===== config.mk =====
export PLATFORM = sky130hd
export DESIGN_NAME = ahblite_slave_mux_flat
export DESIGN_NICKNAME = d
export VERILOG_FILES = /design/src/rtl/ahblite_slave_mux_if.sv /design/src/rtl/ahblite_slave_mux.sv /design/src/flat_wrapper.sv
export SDC_FILE = /design/constraint.sdc
export NUM_CORES = 1
export LEC_CHECK = 0
export ABC_AREA = 1
export BUFFER_PORTS_ARGS = -buffer_cell sky130_fd_sc_hd__buf_2
export CAP_MARGIN = 20
export CORE_AREA = 5 5 93 95
export CTS_BUF_LIST = sky130_fd_sc_hd__clkbuf_2
export CTS_CLUSTER_DIAMETER = 100
export DETAILED_ROUTE_END_ITERATION = 10
export DIE_AREA = 0 0 98 100
export GPL_TIMING_DRIVEN = 1
export PLACE_DENSITY = 0.71
export SETUP_SLACK_MARGIN = 0.3
export SYNTH_ARGS = -nofsm -noshare
export SYNTH_HDL_FRONTEND = slang
export SYNTH_SLANG_ARGS = --single-unit

===== constraint.sdc =====
create_clock -name HCLK -period 1.1 [get_ports HCLK]
set_input_delay 0.055 -clock HCLK [delete_from_list [all_inputs] [get_ports HCLK]]
set_output_delay 0.055 -clock HCLK [all_outputs]
set_load 0.005 [all_outputs]

===== src/rtl/ahblite_slave_mux_if.sv =====
// AHB-Lite data-phase bus between the address decoder, six slaves and the
// response mux. The "slave" modport is the mux side; "master" is the fabric side.
interface ahblite_slave_mux_if;
  logic        HREADY;
  logic [1:0]  HTRANS;
  logic        P0_HSEL, P1_HSEL, P2_HSEL, P3_HSEL, P4_HSEL, P5_HSEL;
  logic        P0_HREADYOUT, P1_HREADYOUT, P2_HREADYOUT;
  logic        P3_HREADYOUT, P4_HREADYOUT, P5_HREADYOUT;
  logic        P0_HRESP, P1_HRESP, P2_HRESP, P3_HRESP, P4_HRESP, P5_HRESP;
  logic [31:0] P0_HRDATA, P1_HRDATA, P2_HRDATA, P3_HRDATA, P4_HRDATA, P5_HRDATA;
  logic        HREADYOUT;
  logic        HRESP;
  logic [31:0] HRDATA;

  modport slave (
    input  HREADY, HTRANS,
    input  P0_HSEL, P1_HSEL, P2_HSEL, P3_HSEL, P4_HSEL, P5_HSEL,
    input  P0_HREADYOUT, P1_HREADYOUT, P2_HREADYOUT,
    input  P3_HREADYOUT, P4_HREADYOUT, P5_HREADYOUT,
    input  P0_HRESP, P1_HRESP, P2_HRESP, P3_HRESP, P4_HRESP, P5_HRESP,
    input  P0_HRDATA, P1_HRDATA, P2_HRDATA, P3_HRDATA, P4_HRDATA, P5_HRDATA,
    output HREADYOUT, HRESP, HRDATA
  );

  modport master (
    output HREADY, HTRANS,
    output P0_HSEL, P1_HSEL, P2_HSEL, P3_HSEL, P4_HSEL, P5_HSEL,
    output P0_HREADYOUT, P1_HREADYOUT, P2_HREADYOUT,
    output P3_HREADYOUT, P4_HREADYOUT, P5_HREADYOUT,
    output P0_HRESP, P1_HRESP, P2_HRESP, P3_HRESP, P4_HRESP, P5_HRESP,
    output P0_HRDATA, P1_HRDATA, P2_HRDATA, P3_HRDATA, P4_HRDATA, P5_HRDATA,
    input  HREADYOUT, HRESP, HRDATA
  );
endinterface


===== src/rtl/ahblite_slave_mux.sv =====
// AHB-Lite six-port data-phase response mux with built-in default slave.
// Define AHBLITE_DEFAULT_SLAVE_ERR_EN to answer unmapped active transfers with a two-cycle ERROR.
module ahblite_slave_mux #(
  parameter bit Port0_en = 1'b1,
  parameter bit Port1_en = 1'b1,
  parameter bit Port2_en = 1'b1,
  parameter bit Port3_en = 1'b1,
  parameter bit Port4_en = 1'b1,
  parameter bit Port5_en = 1'b1
) (
  input  logic               HCLK,
  input  logic               HRESETn,
  ahblite_slave_mux_if.slave bus
);
  localparam int NUM_PORTS = 6;

  logic [NUM_PORTS-1:0]       en, hsel, pready, presp;
  logic [NUM_PORTS-1:0]       sel_i, sel_a, sel_d;
  logic [NUM_PORTS-1:0][31:0] prdata;
  logic                       ds_ready, ds_resp;
  logic                       mux_ready, mux_resp;
  logic [31:0]                mux_rdata;

  assign en     = {Port5_en, Port4_en, Port3_en, Port2_en, Port1_en, Port0_en};
  assign hsel   = {bus.P5_HSEL, bus.P4_HSEL, bus.P3_HSEL,
                   bus.P2_HSEL, bus.P1_HSEL, bus.P0_HSEL};
  assign pready = {bus.P5_HREADYOUT, bus.P4_HREADYOUT, bus.P3_HREADYOUT,
                   bus.P2_HREADYOUT, bus.P1_HREADYOUT, bus.P0_HREADYOUT};
  assign presp  = {bus.P5_HRESP, bus.P4_HRESP, bus.P3_HRESP,
                   bus.P2_HRESP, bus.P1_HRESP, bus.P0_HRESP};
  assign prdata = {bus.P5_HRDATA, bus.P4_HRDATA, bus.P3_HRDATA,
                   bus.P2_HRDATA, bus.P1_HRDATA, bus.P0_HRDATA};

  // Isolate the lowest set bit: lowest enabled index wins on overlap.
  assign sel_i = hsel & en;
  assign sel_a = sel_i & (~sel_i + 6'd1);

  always_ff @(posedge HCLK) begin
    if (!HRESETn)        sel_d <= '0;
    else if (bus.HREADY) sel_d <= sel_a;
  end

`ifdef AHBLITE_DEFAULT_SLAVE_ERR_EN
  typedef enum logic [1:0] {DS_IDLE, DS_ERR1, DS_ERR2} ds_state_t;
  ds_state_t ds_state, ds_next;
  logic      err_start;

  assign err_start = bus.HREADY && (sel_a == '0) && bus.HTRANS[1];

  always_ff @(posedge HCLK) begin
    if (!HRESETn) ds_state <= DS_IDLE;
    else          ds_state <= ds_next;
  end

  always_comb begin
    ds_next  = ds_state;
    ds_ready = 1'b1;
    ds_resp  = 1'b0;
    case (ds_state)
      DS_IDLE: if (err_start) ds_next = DS_ERR1;
      DS_ERR1: begin
        ds_ready = 1'b0;
        ds_resp  = 1'b1;
        ds_next  = DS_ERR2;
      end
      DS_ERR2: begin
        ds_resp = 1'b1;
        ds_next = err_start ? DS_ERR1 : DS_IDLE;
      end
      default: ds_next = DS_IDLE;
    endcase
  end
`else
  assign ds_ready = 1'b1;
  assign ds_resp  = 1'b0;
`endif

  // sel_d is one-hot or zero, so an OR-reduction of the gated ports is the mux.
  always_comb begin
    mux_rdata = '0;
    mux_ready = 1'b0;
    mux_resp  = 1'b0;
    for (int i = 0; i < NUM_PORTS; i++) begin
      if (sel_d[i]) begin
        mux_rdata = mux_rdata | prdata[i];
        mux_ready = mux_ready | pready[i];
        mux_resp  = mux_resp  | presp[i];
      end
    end
  end

  assign bus.HRDATA    = (sel_d == '0) ? 32'h0    : mux_rdata;
  assign bus.HREADYOUT = (sel_d == '0) ? ds_ready : mux_ready;
  assign bus.HRESP     = (sel_d == '0) ? ds_resp  : mux_resp;

  logic unused_htrans;
  assign unused_htrans = ^bus.HTRANS;
endmodule

===== src/flat_wrapper.sv =====
// flat-port wrapper written by rule: the top's interface ports become plain ports
module ahblite_slave_mux_flat 
#(
  parameter bit Port0_en = 1'b1,
  parameter bit Port1_en = 1'b1,
  parameter bit Port2_en = 1'b1,
  parameter bit Port3_en = 1'b1,
  parameter bit Port4_en = 1'b1,
  parameter bit Port5_en = 1'b1
)
  (HCLK, HRESETn, bus_HREADY, bus_HTRANS, bus_P0_HSEL, bus_P1_HSEL, bus_P2_HSEL, bus_P3_HSEL, bus_P4_HSEL, bus_P5_HSEL, bus_P0_HREADYOUT, bus_P1_HREADYOUT, bus_P2_HREADYOUT, bus_P3_HREADYOUT, bus_P4_HREADYOUT, bus_P5_HREADYOUT, bus_P0_HRESP, bus_P1_HRESP, bus_P2_HRESP, bus_P3_HRESP, bus_P4_HRESP, bus_P5_HRESP, bus_P0_HRDATA, bus_P1_HRDATA, bus_P2_HRDATA, bus_P3_HRDATA, bus_P4_HRDATA, bus_P5_HRDATA, bus_HREADYOUT, bus_HRESP, bus_HRDATA);
  ahblite_slave_mux_if bus_i ();
  input  logic HCLK;
  input  logic HRESETn;
  input wire logic [$bits(bus_i.HREADY)-1:0] bus_HREADY;
  input wire logic [$bits(bus_i.HTRANS)-1:0] bus_HTRANS;
  input wire logic [$bits(bus_i.P0_HSEL)-1:0] bus_P0_HSEL;
  input wire logic [$bits(bus_i.P1_HSEL)-1:0] bus_P1_HSEL;
  input wire logic [$bits(bus_i.P2_HSEL)-1:0] bus_P2_HSEL;
  input wire logic [$bits(bus_i.P3_HSEL)-1:0] bus_P3_HSEL;
  input wire logic [$bits(bus_i.P4_HSEL)-1:0] bus_P4_HSEL;
  input wire logic [$bits(bus_i.P5_HSEL)-1:0] bus_P5_HSEL;
  input wire logic [$bits(bus_i.P0_HREADYOUT)-1:0] bus_P0_HREADYOUT;
  input wire logic [$bits(bus_i.P1_HREADYOUT)-1:0] bus_P1_HREADYOUT;
  input wire logic [$bits(bus_i.P2_HREADYOUT)-1:0] bus_P2_HREADYOUT;
  input wire logic [$bits(bus_i.P3_HREADYOUT)-1:0] bus_P3_HREADYOUT;
  input wire logic [$bits(bus_i.P4_HREADYOUT)-1:0] bus_P4_HREADYOUT;
  input wire logic [$bits(bus_i.P5_HREADYOUT)-1:0] bus_P5_HREADYOUT;
  input wire logic [$bits(bus_i.P0_HRESP)-1:0] bus_P0_HRESP;
  input wire logic [$bits(bus_i.P1_HRESP)-1:0] bus_P1_HRESP;
  input wire logic [$bits(bus_i.P2_HRESP)-1:0] bus_P2_HRESP;
  input wire logic [$bits(bus_i.P3_HRESP)-1:0] bus_P3_HRESP;
  input wire logic [$bits(bus_i.P4_HRESP)-1:0] bus_P4_HRESP;
  input wire logic [$bits(bus_i.P5_HRESP)-1:0] bus_P5_HRESP;
  input wire logic [$bits(bus_i.P0_HRDATA)-1:0] bus_P0_HRDATA;
  input wire logic [$bits(bus_i.P1_HRDATA)-1:0] bus_P1_HRDATA;
  input wire logic [$bits(bus_i.P2_HRDATA)-1:0] bus_P2_HRDATA;
  input wire logic [$bits(bus_i.P3_HRDATA)-1:0] bus_P3_HRDATA;
  input wire logic [$bits(bus_i.P4_HRDATA)-1:0] bus_P4_HRDATA;
  input wire logic [$bits(bus_i.P5_HRDATA)-1:0] bus_P5_HRDATA;
  output wire logic [$bits(bus_i.HREADYOUT)-1:0] bus_HREADYOUT;
  output wire logic [$bits(bus_i.HRESP)-1:0] bus_HRESP;
  output wire logic [$bits(bus_i.HRDATA)-1:0] bus_HRDATA;
  assign bus_i.HREADY = bus_HREADY;
  assign bus_i.HTRANS = bus_HTRANS;
  assign bus_i.P0_HSEL = bus_P0_HSEL;
  assign bus_i.P1_HSEL = bus_P1_HSEL;
  assign bus_i.P2_HSEL = bus_P2_HSEL;
  assign bus_i.P3_HSEL = bus_P3_HSEL;
  assign bus_i.P4_HSEL = bus_P4_HSEL;
  assign bus_i.P5_HSEL = bus_P5_HSEL;
  assign bus_i.P0_HREADYOUT = bus_P0_HREADYOUT;
  assign bus_i.P1_HREADYOUT = bus_P1_HREADYOUT;
  assign bus_i.P2_HREADYOUT = bus_P2_HREADYOUT;
  assign bus_i.P3_HREADYOUT = bus_P3_HREADYOUT;
  assign bus_i.P4_HREADYOUT = bus_P4_HREADYOUT;
  assign bus_i.P5_HREADYOUT = bus_P5_HREADYOUT;
  assign bus_i.P0_HRESP = bus_P0_HRESP;
  assign bus_i.P1_HRESP = bus_P1_HRESP;
  assign bus_i.P2_HRESP = bus_P2_HRESP;
  assign bus_i.P3_HRESP = bus_P3_HRESP;
  assign bus_i.P4_HRESP = bus_P4_HRESP;
  assign bus_i.P5_HRESP = bus_P5_HRESP;
  assign bus_i.P0_HRDATA = bus_P0_HRDATA;
  assign bus_i.P1_HRDATA = bus_P1_HRDATA;
  assign bus_i.P2_HRDATA = bus_P2_HRDATA;
  assign bus_i.P3_HRDATA = bus_P3_HRDATA;
  assign bus_i.P4_HRDATA = bus_P4_HRDATA;
  assign bus_i.P5_HRDATA = bus_P5_HRDATA;
  assign bus_HREADYOUT = bus_i.HREADYOUT;
  assign bus_HRESP = bus_i.HRESP;
  assign bus_HRDATA = bus_i.HRDATA;
  ahblite_slave_mux #(.Port0_en(Port0_en), .Port1_en(Port1_en), .Port2_en(Port2_en), .Port3_en(Port3_en), .Port4_en(Port4_en), .Port5_en(Port5_en)) u_core (.HCLK(HCLK), .HRESETn(HRESETn), .bus(bus_i));
endmodule

==> tab_implementation.tex, run 1 <==
\begin{tabular}{lr}
\hline
Metric & Value \\
\hline
\multicolumn{2}{l}{\textbf{Cells and area}} \\
Share of final-layout standard cells stronger than drive strength 1 & a little under 70\% \\
Fill cells & approximately 830 \\
Register name with the most flops & u\_core.sel\_d \\
Final standard cell area without fillers & around 3800 um\^{}2 \\
N\_diodes & 0 \\
Syn-to-layout area delta & 117\% \\
Largest register FFs & 6 \\
Largest regs & u\_core.sel\_d: 6 flops \\
Net count of the finished layout & $\sim$830 \\
Util after Layout & 50.2\% \\
Final non-filler cell total & between 700 and 800 \\
\multicolumn{2}{l}{\textbf{Setup path}} \\
CP peak stage delay & 0.40 ns \\
R2R cell count & 3 \\
CP Data Arrival Time & around 1.2 ns \\
Most common cell type on the critical path & nand2\_4 \\
Standard cell with the maximum stage delay on the critical path & dfxtp\_4 \\
Critical path fanouts, max & 6 \\
Crit. End Element & output pin \\
Startpoint types & flip-flop \\
Cell-by-cell listing of the critical path & buf\_12, nand2\_4, nand2\_4, a21oi\_4, nand2\_1, buf\_2 \\
Required time of the critical path & 1.04 ns \\
Critical path class & reg2out \\
\multicolumn{2}{l}{\textbf{Logic synthesis}} \\
Syn Nets & slightly below 600 \\
Commonest cells post-synth & nand2\_1 (225), a21oi\_1 (68), nand2\_2 (17) \\
Number of enable-type register cells in the synthesized netlist & 0 \\
Count of warnings emitted by yosys & 0 \\
Combined area of all synthesized cells & around 1800 um\^{}2 \\
Top area cells in the synthesized netlist & nand2\_1 (48\%), a21oi\_1 (19\%), buf\_6 (10\%), dfxtp\_1 (6.8\%), nand2\_2 (6.0\%) \\
Most numerous cell in the Yosys netlist & nand2\_1 \\
Synth area leader & nand2\_1 \\
Share of synthesized registers carrying an async set or reset & 0\% \\
Share of the synthesized area in the top cell type & a little under half \\
Number of cells produced by synthesis & 368 \\
Share of the yosys chip area belonging to registers & roughly 6.8\% \\
Count of distinct cell types in the synthesized netlist & 15 \\
Synth Flop Type & dfxtp\_1 \\
Post-synthesis average cell area & just under 5 um\^{}2 \\
Number of synthesized register bits & 6 \\
\multicolumn{2}{l}{\textbf{Min path}} \\
Hold/Removal Path Class & in2reg \\
Worst hold path cell count & 3 \\
\multicolumn{2}{l}{\textbf{Global route}} \\
Remaining Overflow, GRT & 0 \\
Maximum number of pins on one net before global-route repair & 24 \\
Overall routing resource usage & 19.9\% \\
First-pass GRT wire length & between 15,000 and 20,000 um \\
Number of global-route vias before repair & 3,285 \\
Antenna violations before repair & 2 \\
\multicolumn{2}{l}{\textbf{Power}} \\
Internal cell power & roughly 1.1 mW \\
Relative contribution of combinational cells to total power & about four fifths \\
Portion of total power attributed to sequential cells & roughly 14\% \\
Leakage component of the power & $\sim$2.2 nW \\
Share of total power in the clock network & roughly 7.7\% \\
IR drop worst, VDD & roughly 0.37 mV \\
Switching power total & about 820 uW \\
Switching part of the total & between 40\% and 50\% \\
P per Cell Area & between 400 and 500 nW/um\^{}2 \\
\multicolumn{2}{l}{\textbf{CTS}} \\
Worst-skew pair later-pin latency & approximately 0.21 ns \\
CTS max path bufs & 2 \\
Clock tree root driver cell & clkbuf\_2 \\
TritonCTS Buffers & 3 \\
Buffer count from post-CTS setup fixing & 0 \\
CTS tree & yes \\
Number of sinks handled by clock tree synthesis & 6 \\
Total number of H-tree levels & 1 \\
Reg clk slew, reported paths & $\sim$0.050 ns \\
\multicolumn{2}{l}{\textbf{Timing}} \\
Final hold vios & 0 \\
Worst Clk Skew & 0 ns \\
Worst path setup slack after routing & -0.167 ns \\
Pin slew with the least headroom to its limit & around 0.33 ns \\
Clock period minus final worst setup slack & between 1 and 1.5 ns \\
Top achievable clock speed & $\sim$0.79 GHz \\
Slew Limit Fails & 0 \\
Unrepaired setup endpoints after global routing & true \\
Fin crit share & 115\% \\
Final setup fails & 34 \\
Post-Route Setup TNS & -4.46 ns \\
Post-route worst hold slack & around 0.11 ns \\
Max-slew headroom at the worst pin & between 70\% and 80\% \\
\multicolumn{2}{l}{\textbf{Detailed routing}} \\
Number of search-and-repair iterations in the first detailed-routing pass & 4 \\
Mean number of vias per cell & 4.68 \\
Routed len/inst & 16.4 um \\
Initial DRC count & 100 \\
Total detailed-routing wirelength & about 12,000 um \\
Remaining routing DRC violations & 0 \\
Antenna viol nets, final & 0 \\
Routed via count & about 3,400 \\
\multicolumn{2}{l}{\textbf{Floorplan}} \\
Area enclosed by the die boundary & a little under 10,000 um\^{}2 \\
Placeable Area & approximately 7600 um\^{}2 \\
Overall die height & 100 um \\
Initial Util & 23.1\% \\
Overall die width & roughly 100 um \\
Boundary Pins & approximately 250 \\
\# rows & 32 \\
\multicolumn{2}{l}{\textbf{Place}} \\
Port Buffers & $\sim$250 \\
Detail Placement HPWL & around 8600 um \\
Placed inst area & just over 3000 um\^{}2 \\
Instance count after placement with tap cells included & between 700 and 800 \\
Placer congestion estimate & 0.969 \\
\multicolumn{2}{l}{\textbf{Job}} \\
Count of max-cap constraint violations & 0 \\
\multicolumn{2}{l}{\textbf{Run status}} \\
Violated checks & setup timing \\
Run status & complete, but fails checks \\
\hline
\end{tabular}
## metrics by stage
stage	setup slack (ns)	total power, mW
after floorplan	0.239	0.762
after global placement	0.0448	1.39
after detailed placement	-0.00483	1.41
after CTS	-0.159	1.67
after global routing	-0.256	2.03
final	-0.167	1.87
## power groups by stage
| stage | registers (mW) | logic (mW) | clock network (mW) |
|---|---|---|---|
| 2_1_floorplan | 0.237 | 0.525 | 0 |
| 3_3_place_gp | 0.247 | 1.14 | 0 |
| 3_5_place_dp | 0.248 | 1.16 | 0 |
| 4_1_cts | 0.252 | 1.27 | 0.147 |
| 5_1_grt | 0.263 | 1.59 | 0.177 |
| 6_report | 0.261 | 1.46 | 0.144 |
## critical path, delay by kind of cell, from the launching register on
| kind | cells | cell delay, ns |
|---|---|---|
| and+or+nand+nor | 3 | 0.18 |
| AOI/OAI and AO/OA | 1 | 0.12 |
| buffers and inverters | 2 | 0.29 |
| DFF | 1 | 0.40 |
## cell families (layout without fill, tap and decap cells)
kind of cell,after synthesis,in the layout,share of synthesized area (%)
buffers and inverters,29,276,13.7
flip-flops,6,6,6.79
AND/OR/NAND/NOR,258,258,57.7
AO/OA/AOI/OAI,75,75,21.8
## repair_timing
| action | in CTS | in global routing |
|---|---|---|
| hold buffers | 0 | 0 |
| setup endpoints to repair | 39 | 40 |
| endpoints found under the hold margin | 0 | 0 |
| gates cloned | 4 | 6 |
| resized for setup | 61 | 104 |
| pin swaps | 5 | 27 |
## layout by cell type, fill, tap and decap left out
cell type / instances
buf_2: 246
nand2_1: 156
nand2_2: 79
a21oi_2: 48
a21oi_1: 21
buf_12: 10
nand2_4: 7
nor2_1: 7
dfxtp_4: 6
buf_6: 5
clkbuf_16: 5
inv_1: 3
clkbuf_2: 3
nor2_4: 2
nor2_2: 2
nand3_1: 2
o21ai_4: 2
buf_16: 2
a21oi_4: 1
nand3_2: 1
nand4_1: 1
nand3b_1: 1
o21ai_2: 1
clkinv_4: 1
o21ai_1: 1
a211oi_1: 1
buf_8: 1
## path summary, 6_finish.rpt
path                                       from               to  slack (ns)
worst max-delay path            u_core.sel_d[3]   bus_HRDATA[14]       -0.17
worst min-delay path                bus_P1_HSEL  u_core.sel_d[1]        0.11
worst max register to register  u_core.sel_d[0]  u_core.sel_d[0]        0.19
worst min register to register  u_core.sel_d[1]  u_core.sel_d[1]        0.72
## routing by layer
| metal | up-vias | wire length (um) | track usage [%] |
|---|---|---|---|
| li1 | 1663 | - | - |
| met1 | 1505 | 4350 | 22.0 |
| met2 | 166 | 6170 | 37.4 |
| met3 | 16 | 1030 | 5.77 |
| met4 | 4 | 181 | 4.69 |
| met5 | - | 26 | 0 |
## area by class of cell
type | count | area, um^2 | area share (%)
Tap cell | 102 | 128 | 3.33
Multi-Input combinational cell | 333 | 1850 | 48.2
Sequential cell | 6 | 143 | 3.72
Timing Repair Buffer | 269 | 1680 | 43.9
Inverter | 4 | 20.0 | 0.522
Clock buffer | 3 | 15.0 | 0.391
Note: power is estimated with default switching activity, not from simulation.
==> inputs of run 2 (changes only) <==
--- a/config.mk
+++ b/config.mk
@@ -5,16 +5,15 @@
 export SDC_FILE = /design/constraint.sdc
 export NUM_CORES = 1
 export LEC_CHECK = 0
-export ABC_AREA = 1
+export ABC_AREA = 0
 export BUFFER_PORTS_ARGS = -buffer_cell sky130_fd_sc_hd__buf_2
 export CAP_MARGIN = 20
 export CORE_AREA = 5 5 93 95
 export CTS_BUF_LIST = sky130_fd_sc_hd__clkbuf_2
-export CTS_CLUSTER_DIAMETER = 100
 export DETAILED_ROUTE_END_ITERATION = 10
 export DIE_AREA = 0 0 98 100
 export GPL_TIMING_DRIVEN = 1
-export PLACE_DENSITY = 0.71
+export PLACE_DENSITY = 0.64
 export SETUP_SLACK_MARGIN = 0.3
 export SYNTH_ARGS = -nofsm -noshare
 export SYNTH_HDL_FRONTEND = slang
==> run 2 against run 1 <==
Compared with the run above: the run still ends with setup timing left; global-route usage rose by 0.28 points; sequential share of layout area increased by 0.42 points; clock-buffer cell count unchanged; sequential power shrank 16%; design area shrank 12%; synthesized cell count fell by 49%; fmax shrank 23%; utilization fell by 5.8 points; clock skew is the same; total power decreased by 28%; hold slack got worse by 0.055 ns; critical endpoint is now bus_HREADYOUT; largest cell class is now buffers; highest routed layer is now met4.
==> tab_implementation.tex, run 2 <==
\begin{tabular}{lr}
\hline
Metric & Value \\
\hline
\multicolumn{2}{l}{\textbf{Run status}} \\
Run status & complete, but fails checks \\
Violated checks & setup timing \\
\multicolumn{2}{l}{\textbf{Setup path}} \\
Critical register-to-register path startpoint & u\_core.sel\_d[1] \\
Startpoint types & flip-flop \\
R2R cell count & 7 (+4) \\
Cell-by-cell listing of the critical path & or4\_4, o311ai\_4, a221o\_2, buf\_2 \\
Critical path class & reg2out \\
Critical path fanouts, max & 2 (-4) \\
CP Data Arrival Time & 1.58 ns (+0.37 ns) \\
CP peak stage delay & 0.52 ns (+0.12 ns) \\
Largest delay share family, worst path & simple AND/OR/NAND/NOR gates \\
Standard cell with the maximum stage delay on the critical path & or4\_4 \\
Reg-to-Reg End & u\_core.sel\_d[1] \\
Required time of the critical path & 1.04 ns (about the same) \\
Slack of the worst reg-to-reg path & -0.11 ns (-0.30 ns) \\
Crit. End Element & output pin \\
Buffers \& Inverters on Critical Path & 1 (-1) \\
\multicolumn{2}{l}{\textbf{Timing}} \\
Slew Limit Fails & 0 (unchanged) \\
Final hold vios & 0 (unchanged) \\
Max-slew headroom at the worst pin & 78.7\% (+0.38 points) \\
Clock period minus final worst setup slack & 1.64 ns (+0.370 ns) \\
Worst path setup slack after routing & -0.538 ns (-0.370 ns) \\
Fin crit share & 149\% (+34 points) \\
Final setup fails & 36 (+5.9\%) \\
Unrepaired setup endpoints after global routing & true \\
Top achievable clock speed & 0.611 GHz (-23\%) \\
Pin slew with the least headroom to its limit & 0.320 ns (-0.00575 ns) \\
Worst Clk Skew & 0 ns (unchanged) \\
\multicolumn{2}{l}{\textbf{Detailed routing}} \\
Remaining routing DRC violations & 0 (unchanged) \\
Mean number of vias per cell & 5.16 (+10\%) \\
Number of search-and-repair iterations in the first detailed-routing pass & 5 (+1) \\
Routed via count & 2,813 (-16\%) \\
Initial DRC count & 157 (+57\%) \\
Total detailed-routing wirelength & 11,000 um (-6.8\%) \\
Routed len/inst & 20.1 um (+23\%) \\
Antenna viol nets, final & 0 (unchanged) \\
\multicolumn{2}{l}{\textbf{Floorplan}} \\
Overall die height & 100 um (unchanged) \\
\# rows & 32 (unchanged) \\
Area enclosed by the die boundary & 9800 um\^{}2 (unchanged) \\
Overall die width & 98 um (unchanged) \\
Boundary Pins & 249 (unchanged) \\
Initial Util & 17.0\% (-6.2 points) \\
Placeable Area & 7650 um\^{}2 (unchanged) \\
\multicolumn{2}{l}{\textbf{Place}} \\
Placed inst area & 2660 um\^{}2 (-14\%) \\
Instance count after placement with tap cells included & 521 (-26\%) \\
Placer congestion estimate & 0.926 (-4.5\%) \\
Port Buffers & 246 (unchanged) \\
Detail Placement HPWL & 7760 um (-9.6\%) \\
\multicolumn{2}{l}{\textbf{CTS}} \\
TritonCTS Buffers & 3 (unchanged) \\
Number of buffers inserted for hold repair after clock tree synthesis & 0 (unchanged) \\
Number of sinks handled by clock tree synthesis & 6 (unchanged) \\
Worst-skew pair later-pin latency & 0.23 ns (+0.02 ns) \\
Clock tree root driver cell & clkbuf\_2 \\
Reg clk slew, reported paths & 0.07 ns (+0.02 ns) \\
Total number of H-tree levels & 1 (unchanged) \\
CTS max path bufs & 2 (unchanged) \\
CTS tree & yes \\
\multicolumn{2}{l}{\textbf{Cells and area}} \\
Largest register FFs & 6 (unchanged) \\
Final non-filler cell total & 545 (-24\%) \\
Leading cell types in the layout, fill and taps excluded & buf\_2 (246), a22oi\_1 (55), a22oi\_2 (46) \\
Share of final-layout standard cells stronger than drive strength 1 & 77.0\% (+8.4 points) \\
Seq. cell area & 140 um\^{}2 (-1.8\%) \\
Area of the multi-input gates & 1340 um\^{}2 (-27\%) \\
Net count of the finished layout & 660 (-21\%) \\
Register name with the most flops & u\_core.sel\_d \\
N\_diodes & 0 (unchanged) \\
Fill cells & 775 (-7.1\%) \\
Util after Layout & 44.3\% (-5.8 points) \\
Largest regs & u\_core.sel\_d: 6 flops \\
Most common library cell in the layout ignoring fill and taps & buf\_2 \\
Syn-to-layout area delta & 161\% \\
Final standard cell area without fillers & 3390 um\^{}2 (-12\%) \\
\multicolumn{2}{l}{\textbf{Global route}} \\
Maximum number of pins on one net before global-route repair & 33 (+38\%) \\
Overall routing resource usage & 20.2\% (+0.28 points) \\
Antenna violations before repair & 0 (-2) \\
Remaining Overflow, GRT & 0 (unchanged) \\
First-pass GRT wire length & 15,800 um (unchanged) \\
Number of global-route vias before repair & 2,910 (-11\%) \\
\multicolumn{2}{l}{\textbf{Logic synthesis}} \\
Most numerous cell in the Yosys netlist & a22oi\_1 \\
Fraction of the mapped netlist area in simple logic gates & 18.7\% (-39 points) \\
Syn Nets & 401 (-31\%) \\
Number of cells produced by synthesis & 186 (-49\%) \\
Number of synthesized register bits & 6 (unchanged) \\
Fraction of the mapped netlist area in adder cells & 0\% (unchanged) \\
Main combinational cell family by area after synthesis & compound AO/OA/AOI/OAI gates \\
Count of distinct cell types in the synthesized netlist & 22 (+7) \\
Commonest cells post-synth & a22oi\_1 (101), nand3\_1 (33), clkbuf\_1 (22) \\
Fraction of the mapped netlist area in compound gates & 63.0\% (+41 points) \\
Share of the synthesized area in the top cell type & 58.4\% (+11 points) \\
Share of synthesized registers carrying an async set or reset & 0\% (unchanged) \\
Combined area of all synthesized cells & 1300 um\^{}2 (-27\%) \\
Top area cells in the synthesized netlist & a22oi\_1 (58\%), nand3\_1 (13\%), dfxtp\_1 (9.2\%), clkbuf\_1 (6.4\%), nor2b\_1 (1.9\%) \\
Post-synthesis mux area share & 0.771\% (+0.77 points) \\
Count of warnings emitted by yosys & 0 (unchanged) \\
Synth area leader & a22oi\_1 \\
Area share of xor/xnor cells in the synthesized design & 0\% (unchanged) \\
Share of the yosys chip area belonging to registers & 9.25\% (+2.5 points) \\
Number of enable-type register cells in the synthesized netlist & 0 (unchanged) \\
Synth Flop Type & dfxtp\_1 \\
Post-synthesis average cell area & 6.98 um\^{}2 (+45\%) \\
\multicolumn{2}{l}{\textbf{Min path}} \\
Hold Startpoint & bus\_P4\_HSEL \\
Hold worst-path end & u\_core.sel\_d[4] \\
Hold/Removal Path Class & in2reg \\
Worst hold path cell count & 2 (-1) \\
\multicolumn{2}{l}{\textbf{Power}} \\
IR drop worst, VDD & 0.394 mV (+6.0\%) \\
Internal cell power & 859 uW (-18\%) \\
Switching power total & 492 uW (-40\%) \\
Switching part of the total & 36.4\% (-7.3 points) \\
P per Cell Area & 398 nW/um\^{}2 (-18\%) \\
Relative contribution of combinational cells to total power & 71.4\% (-6.9 points) \\
Portion of total power attributed to sequential cells & 16.1\% (+2.1 points) \\
Leakage component of the power & 1.67 nW (-25\%) \\
Sum of internal, switching and leakage power & 1.35 mW (-28\%) \\
Share of total power in the clock network & 12.5\% (+4.8 points) \\
\multicolumn{2}{l}{\textbf{Job}} \\
Count of max-cap constraint violations & 0 (unchanged) \\
\hline
\end{tabular}
run 2: cell types whose count changed after synthesis, sizes merged, moves of 22 or more:
cell	delta
nand2	-241
a22oi	+101
a21oi	-70
nand3	+30
buf	-22
clkbuf	+22
run 2: layer usage:
layer,global-route usage [%],share of wire (%),up-vias
li1,-,-,1314
met1,24.1,38,1343
met2,37.5,53,144
met3,3.54,7.6,12
met4,4.47,0.85,0
met5,0,0,-
run 2: power groups by stage:
stage               clock network, mW  registers (mW)  logic, mW
floorplan                           0           0.229      0.238
global placement                    0           0.231      0.737
detailed placement                  0           0.231      0.746
CTS                             0.168           0.224      0.907
global route                    0.206           0.219       1.04
finish                          0.168           0.218      0.965
run 2: worst max path at each step:
stage | startpoint | to | slack (ns) | cells past startpoint
after floorplan | u_core.sel_d[0] | bus_HREADYOUT | -0.24 | 4
after global placement | u_core.sel_d[0] | bus_HREADYOUT | -0.30 | 4
after detailed placement | u_core.sel_d[0] | bus_HREADYOUT | -0.29 | 4
after CTS | u_core.sel_d[0] | bus_HREADYOUT | -0.57 | 4
after global routing | u_core.sel_d[0] | bus_HREADYOUT | -0.61 | 4
final | u_core.sel_d[1] | bus_HREADYOUT | -0.54 | 4
run 2: layout make-up:
cell class	count	share of cell area, %
clock buffers	3	0.443
inverters	1	0.111
well taps	102	3.76
multi-input cells	154	39.6
flip-flops and latches	6	4.13
repair buffers	279	52.0
run 2: kinds of logic (layout without fill, tap and decap cells):
| family | after synthesis | in the layout |
|---|---|---|
| AO/OA/AOI/OAI | 108 | 108 |
| buffers and inverters | 26 | 283 |
| flip-flops | 6 | 6 |
| multiplexers | 1 | 1 |
| AND/OR/NAND/NOR | 45 | 45 |
run 2: through the flow:
stage | setup slack [ns] | setup TNS [ns] | hold WS (ns)
finish | -0.538 | -13.18 | 0.0520
floorplan | -0.238 | -0.238 | 0.180
CTS | -0.567 | -12.65 | 0.0528
detailed placement | -0.291 | -1.35 | 0.296
global placement | -0.299 | -1.11 | 0.287
global route | -0.611 | -16.73 | 0.0287
run 2: timing repair:
item / in CTS / in global routing
resized for setup: 74 / 24
cloned: 8 / 0
buffers inserted: 4 / 9
setup endpoints to repair: 38 / 40
pin swaps: 20 / 10
